[src/rtl/q3_pkg.sv]
// Shared types for the window tally block.
//   CNT_W       : width of the per-frame hit count
//   FIFO_DEPTH  : number of result records buffered ahead of the consumer
//   tally_state_t / tally_rec_t : FSM state and result record layout
package q3_pkg;
  localparam int CNT_W      = 4;
  localparam int FIFO_DEPTH = 2;

  typedef enum logic {IDLE, COLLECT} tally_state_t;

  typedef struct packed {
    logic [7:0]       frame_id;
    logic [CNT_W-1:0] hits;
  } tally_rec_t;
endpackage

[src/rtl/q3_result_fifo.sv]
// Two-entry first-in first-out buffer of tally records.
//   clk, resetn : clock, asynchronous active-low reset (contents cleared)
//   push, din   : write request and record; ignored when full unless popping
//   pop         : read request; ignored when empty
//   full, empty : occupancy flags
//   head        : oldest record, held stable until popped
module q3_result_fifo
  import q3_pkg::*;
(
  input  logic       clk,
  input  logic       resetn,
  input  logic       push,
  input  tally_rec_t din,
  input  logic       pop,
  output logic       full,
  output logic       empty,
  output tally_rec_t head
);

  tally_rec_t mem_q [FIFO_DEPTH];
  logic       wr_ptr_q;
  logic       rd_ptr_q;
  logic [1:0] cnt_q;
  logic       do_push;
  logic       do_pop;

  assign empty   = (cnt_q == 2'd0);
  assign full    = (cnt_q == 2'(FIFO_DEPTH));
  assign do_pop  = pop & ~empty;
  // A pop on the same edge frees the slot, so a push into a full buffer still lands.
  assign do_push = push & (~full | do_pop);
  assign head    = mem_q[rd_ptr_q];

  always_ff @(posedge clk or negedge resetn) begin
    if (!resetn) begin
      for (int i = 0; i < FIFO_DEPTH; i++) mem_q[i] <= '0;
      wr_ptr_q <= 1'b0;
      rd_ptr_q <= 1'b0;
      cnt_q    <= 2'd0;
    end else begin
      if (do_push) begin
        mem_q[wr_ptr_q] <= din;
        wr_ptr_q        <= ~wr_ptr_q;
      end
      if (do_pop) rd_ptr_q <= ~rd_ptr_q;
      cnt_q <= cnt_q + 2'(do_push) - 2'(do_pop);
    end
  end

endmodule

[src/rtl/q3_window_tally.sv]
// Tallies qualifying detector windows per frame, queues one record per frame,
// and flags runs of consecutive qualifying windows.
//   clk, resetn        : clock, asynchronous active-low reset
//   en                 : 1 = collect, 0 = abandon partial frame and idle
//   win_valid, win_hit : window strobe and its qualify flag
//   res_ready          : consumer accepts head record
//   res_valid, res_hits, res_frame_id : head record of the result buffer
//   run_alarm          : run of hit windows reached RUN_THRESH
//   drop               : one-cycle pulse, completed frame lost to a full buffer
//   busy               : collecting
//
// state   | meaning
// IDLE    | not counting; windows ignored
// COLLECT | counting windows into the current frame
module q3_window_tally
  import q3_pkg::*;
#(
  parameter int FRAME_WINDOWS = 8,
  parameter int RUN_THRESH    = 3
) (
  input  logic             clk,
  input  logic             resetn,
  input  logic             en,
  input  logic             win_valid,
  input  logic             win_hit,
  input  logic             res_ready,
  output logic             res_valid,
  output logic [CNT_W-1:0] res_hits,
  output logic [7:0]       res_frame_id,
  output logic             run_alarm,
  output logic             drop,
  output logic             busy
);

  localparam int RUN_W = $clog2(RUN_THRESH + 1);

  tally_state_t     state_q, state_d;
  logic [7:0]       win_cnt_q, win_cnt_d;
  logic [CNT_W-1:0] hit_cnt_q, hit_cnt_d;
  logic [RUN_W-1:0] run_cnt_q, run_cnt_d;
  logic [7:0]       frame_id_q, frame_id_d;
  logic             run_alarm_q, run_alarm_d;
  logic             drop_q, drop_d;

  logic             push;
  logic             fifo_full;
  logic             fifo_empty;
  logic [CNT_W-1:0] hit_inc;
  tally_rec_t       push_rec;
  tally_rec_t       head;

  assign hit_inc  = hit_cnt_q + CNT_W'(win_hit);
  assign push_rec = '{frame_id: frame_id_q, hits: hit_inc};

  always_comb begin
    state_d     = state_q;
    win_cnt_d   = win_cnt_q;
    hit_cnt_d   = hit_cnt_q;
    run_cnt_d   = run_cnt_q;
    frame_id_d  = frame_id_q;
    run_alarm_d = 1'b0;
    drop_d      = 1'b0;
    push        = 1'b0;
    case (state_q)
      IDLE: begin
        if (en) state_d = COLLECT;
      end
      COLLECT: begin
        if (!en) begin
          state_d   = IDLE;
          win_cnt_d = '0;
          hit_cnt_d = '0;
          run_cnt_d = '0;
        end else begin
          if (win_valid) begin
            if (!win_hit)                                 run_cnt_d = '0;
            else if (run_cnt_q != RUN_W'(RUN_THRESH))     run_cnt_d = run_cnt_q + 1'b1;
            if (win_cnt_q == 8'(FRAME_WINDOWS - 1)) begin
              push       = 1'b1;
              win_cnt_d  = '0;
              hit_cnt_d  = '0;
              frame_id_d = frame_id_q + 8'd1;
              // When full the head is valid, so res_ready alone decides whether a slot frees up.
              drop_d     = fifo_full & ~res_ready;
            end else begin
              win_cnt_d  = win_cnt_q + 8'd1;
              hit_cnt_d  = hit_inc;
            end
          end
          run_alarm_d = (run_cnt_d >= RUN_W'(RUN_THRESH));
        end
      end
      default: state_d = IDLE;
    endcase
  end

  always_ff @(posedge clk or negedge resetn) begin
    if (!resetn) begin
      state_q     <= IDLE;
      win_cnt_q   <= '0;
      hit_cnt_q   <= '0;
      run_cnt_q   <= '0;
      frame_id_q  <= '0;
      run_alarm_q <= 1'b0;
      drop_q      <= 1'b0;
    end else begin
      state_q     <= state_d;
      win_cnt_q   <= win_cnt_d;
      hit_cnt_q   <= hit_cnt_d;
      run_cnt_q   <= run_cnt_d;
      frame_id_q  <= frame_id_d;
      run_alarm_q <= run_alarm_d;
      drop_q      <= drop_d;
    end
  end

  q3_result_fifo u_fifo (
    .clk    (clk),
    .resetn (resetn),
    .push   (push),
    .din    (push_rec),
    .pop    (res_ready),
    .full   (fifo_full),
    .empty  (fifo_empty),
    .head   (head)
  );

  assign res_valid    = ~fifo_empty;
  assign res_hits     = head.hits;
  assign res_frame_id = head.frame_id;
  assign run_alarm    = run_alarm_q;
  assign drop         = drop_q;
  assign busy         = (state_q == COLLECT);

endmodule

[config.mk]
export PLATFORM = sky130hd
export DESIGN_NAME = q3_window_tally
export DESIGN_NICKNAME = d
export VERILOG_FILES = /design/src/rtl/q3_pkg.sv /design/src/rtl/q3_result_fifo.sv /design/src/rtl/q3_window_tally.sv
export SDC_FILE = /design/constraint.sdc
export NUM_CORES = 1
export LEC_CHECK = 0
export ABC_CLOCK_PERIOD_IN_PS = 1980
export CAP_MARGIN = 10
export CORE_MARGIN = 2
export CORE_UTILIZATION = 51
export CTS_CLUSTER_DIAMETER = 120
export CTS_CLUSTER_SIZE = 40
export DETAILED_ROUTE_END_ITERATION = 6
export GPL_TIMING_DRIVEN = 0
export PLACE_DENSITY_LB_ADDON = 0.2
export SLEW_MARGIN = 0
export SYNTH_ARGS = -nofsm -noshare
export SYNTH_HDL_FRONTEND = slang
export SYNTH_SLANG_ARGS = --single-unit
[constraint.sdc]
create_clock -name clk -period 1.98 [get_ports clk]
set_input_delay 0.594 -clock clk [delete_from_list [all_inputs] [get_ports clk]]
set_output_delay 0.594 -clock clk [all_outputs]
set_load 0.005 [all_outputs]
==> flow_summary.yaml <==
worst_setup_path:
  cp.required_ns: 1.39
  cp-start-kind: "flop"
  endpoint_kind: "output pin"
  r2r_cells: 7
  crit_buf_inv: 3
  crit_path_frequent_cell: "buf_6"
  critPathKind: "flop to output pin"
  timing.rr.start: "win_cnt_q[1]"
  r2r_setup_slack_ns: 0.05
  slowest_delay_ns: 0.46
  r2r-end: "u_fifo.mem_q[15]"
  cpMaxStageDelayCell: "dfrtp_2"
  arrival_ns: 1.45
  cp_top_family: "flip-flops"
  cp_max_fo: 4
  critical_path.cell_chain: "buf_6, buf_6, mux2_4, buf_6"
job:
  cap_violations: 0
routing:
  vias_per_cell: 5.26
  drc: 0
  drt-initial-drc-count: 78
  wl_per_cell_um: 15.0
  antenna_left: 0
  first_pass_iters: 4
  vias: 1666
  wirelength_mm: 4.76
sta:
  rsz0062_at_grt: "true"
  fin_skew_ns: 0.00329
  finalSetupViolCount: 6
  min_period_ns: 2.05
  worst_pin_slew_ns: 0.603
  fin_crit_sh: 1.03
  slew-limit-headroom: 0.594
  finalWorstSetupSlack_ns: -0.0688
  slew_viol_final: 0
  fmax_mhz: 488
  finalHoldViolCount: 0
  finalSetupTns_ns: -0.264
clock_tree:
  cts_made_buffers: 5
  cts.htree.levels: 2
  clk_pin_slew_worst_paths_ns: 0.09
  clk_latency_ns: 0.31
  tritoncts: "built"
  ctsLongestPathBuffers: 2
  root_buffer: "clkbuf_8"
  cts.sinks: 53
floorplanning:
  initial_utilization: 0.531
  die_w_um: 74.4
  die_height_um: 74.4
  io_pins: 22
  fp-row-count: 25
  coreArea_mm2: 0.00475
  die_area_mm2: 0.00553
yosys:
  synthesis.nets: 215
  synth_seq_area_share: 0.525
  yosysUniqueCellTypes: 36
  synth_warnings: 0
  synth_cells: 203
  syn_area_per_cell_um2: 12.4
  syn_area_mm2: 0.00253
  ys_ff_latch: 53
final_layout:
  n_antenna_cell: 0
  nets: 261
  drive_above_1_share: 0.368
  fill_cells: 388
  areaGrowthSynthToFinish_pct: 23.2
global_route:
  first_global_vias: 1559
  grt_pass1_wl_mm: 7.62
  grtUsageMet1: 0.267
  grt.busiest_layer: "met2"
  grt.overflow.total: 0
  track_usage: 0.186
  use_met3: 0.0488
  use_met2: 0.274
  grt_max_degree: 30
  antenna_found_initial: 0
run_status:
  status: "complete, but fails checks"
  violations: "setup timing"
placement:
  dp_hpwl_mm: 3.00
  portBuffers: 21
  gp_congestion: 0.740
  post-place-ws_ns: -0.766
power:
  powerDensity_mw_per_mm2: 834
  peakVddDrop_mv: 0.466
  leakagePower_nw: 1.57
worst_hold_path:
  hold_class: "input port to asynchronous set/reset pin"
-- cell type report --
class / instances / area [um2] / area share
plain buffers: 5 / 45.0 / 0.0145
flip-flops and latches: 53 / 1330 / 0.427
clock buffers: 6 / 82.6 / 0.0265
repair buffers: 39 / 327 / 0.105
well taps: 67 / 83.8 / 0.0269
inverters: 7 / 26.3 / 0.00844
clock inverters: 2 / 37.5 / 0.0121
multi-input cells: 138 / 1180 / 0.380
-- layout by cell type, fill, tap and decap left out, drive strengths merged, types with 4 or more instances in the layout --
cell type and instances:
and3 4, clkbuf 9, mux2 38, clkdlybuf4s50 4
xor2 7, inv 7, nand2 18, nand3 10
o21ai 8, dfrtp 53, ha 6, xnor2 8
buf 34, nand4 5, nor2 6
-- where the power goes --
group          switching [mW]  total (mW)  internal (mW)  leakage (nW)
combinational           0.263       0.607          0.344         0.783
clock                   0.362       0.773          0.411        0.0574
sequential             0.0669        1.21           1.15         0.725
total                   0.692        2.59           1.90          1.57
-- stage by stage --
| stage | utilization | total power, mW | cells | cell area (um2) | hold WS (ns) |
|---|---|---|---|---|---|
| after floorplan | - | 1.46 | 203 | 2530 | 0.298 |
| after global placement | 0.593 | 1.58 | 291 | 2820 | 0.482 |
| after detailed placement | 0.596 | 1.59 | 292 | 2840 | 0.489 |
| after CTS | 0.645 | 2.61 | 314 | 3070 | 0.282 |
| after global routing | 0.654 | 2.73 | 317 | 3110 | 0.291 |
| final | 0.654 | 2.59 | 317 | 3110 | 0.264 |
-- sequential cells by signal, indices dropped and copies added, names as in the netlist --
| signal | count |
|---|---|
| run_alarm | 1 |
| u_fifo.cnt_q | 2 |
| u_fifo.rd_ptr_q | 1 |
| u_fifo.mem_q | 24 |
| frame_id_q | 8 |
| u_fifo.wr_ptr_q | 1 |
| drop | 1 |
| hit_cnt_q | 4 |
| win_cnt_q | 8 |
| run_cnt_q | 2 |
| busy | 1 |
-- per-layer routing --
metal  wire length, um  part of all wire  up-vias
met3               128             0.027        6
met1              2400              0.50      833
met4                65             0.014        0
met5                 0                 0        -
met2              2170              0.46       20
li1                  -                 -      807
-- worst max path at each step --
stage	slack (ns)	start	depth (start not counted)	to
floorplan	0.14	win_cnt_q[0]	6	u_fifo.mem_q[12]
global placement	-1.27	resetn	1	u_fifo.mem_q[16]
detailed placement	-0.77	en	6	u_fifo.mem_q[22]
CTS	-0.06	u_fifo.rd_ptr_q	4	res_frame_id[1]
global route	-0.11	u_fifo.rd_ptr_q	4	res_frame_id[2]
finish	-0.07	u_fifo.rd_ptr_q	4	res_frame_id[2]
-- repair_timing --
item / 4_1_cts / 5_1_grt
hold buffers: 0 / 0
setup endpoints to repair: 43 / 30
gates cloned: 1 / 1
setup buffers: 13 / 3
gates resized for setup: 67 / 12
pin swaps: 2 / 2
-- cells by family (layout without fill, tap and decap cells) --
logic type                 Yosys count  after routing  synth area share
buffers and inverters               12             59            0.0238
AOI/OAI and AO/OA                   18             18            0.0436
xor gates and xnor gates            15             15            0.0520
DFF                                 53             53             0.525
adders and majority gates            6              6            0.0297
muxes                               38             38             0.184
and+or+nand+nor                     61             61             0.142
-- cell usage after synthesis --
cell / count / area share
nand3_4: 1 / 0.0069
buf_1: 1 / 0.0015
inv_1: 7 / 0.010
nand3_2: 1 / 0.0040
or2_2: 2 / 0.0050
o21ai_0: 8 / 0.016
buf_6: 1 / 0.0045
a21oi_1: 3 / 0.0059
mux2_4: 10 / 0.059
and2_1: 2 / 0.0050
xor2_1: 7 / 0.024
a21boi_0: 1 / 0.0030
a22o_1: 3 / 0.010
and4_1: 2 / 0.0069
nor3b_2: 1 / 0.0050
clkbuf_1: 1 / 0.0015
mux2_2: 28 / 0.12
nor2_1: 6 / 0.0089
nand4_1: 5 / 0.012
nor3_1: 2 / 0.0040
nor2b_1: 3 / 0.0074
nor4b_4: 1 / 0.0094
o22ai_1: 1 / 0.0025
ha_1: 6 / 0.030
nand2_1: 18 / 0.027
and3_1: 4 / 0.0099
xnor2_1: 8 / 0.028
nand3_1: 8 / 0.016
or3_1: 1 / 0.0025
nand2b_1: 2 / 0.0050
o31a_1: 1 / 0.0035
nand3b_1: 1 / 0.0030
a31oi_1: 1 / 0.0025
nor3_2: 1 / 0.0040
dfrtp_1: 53 / 0.53
buf_4: 2 / 0.0059
(Power assumes the default switching activity.)
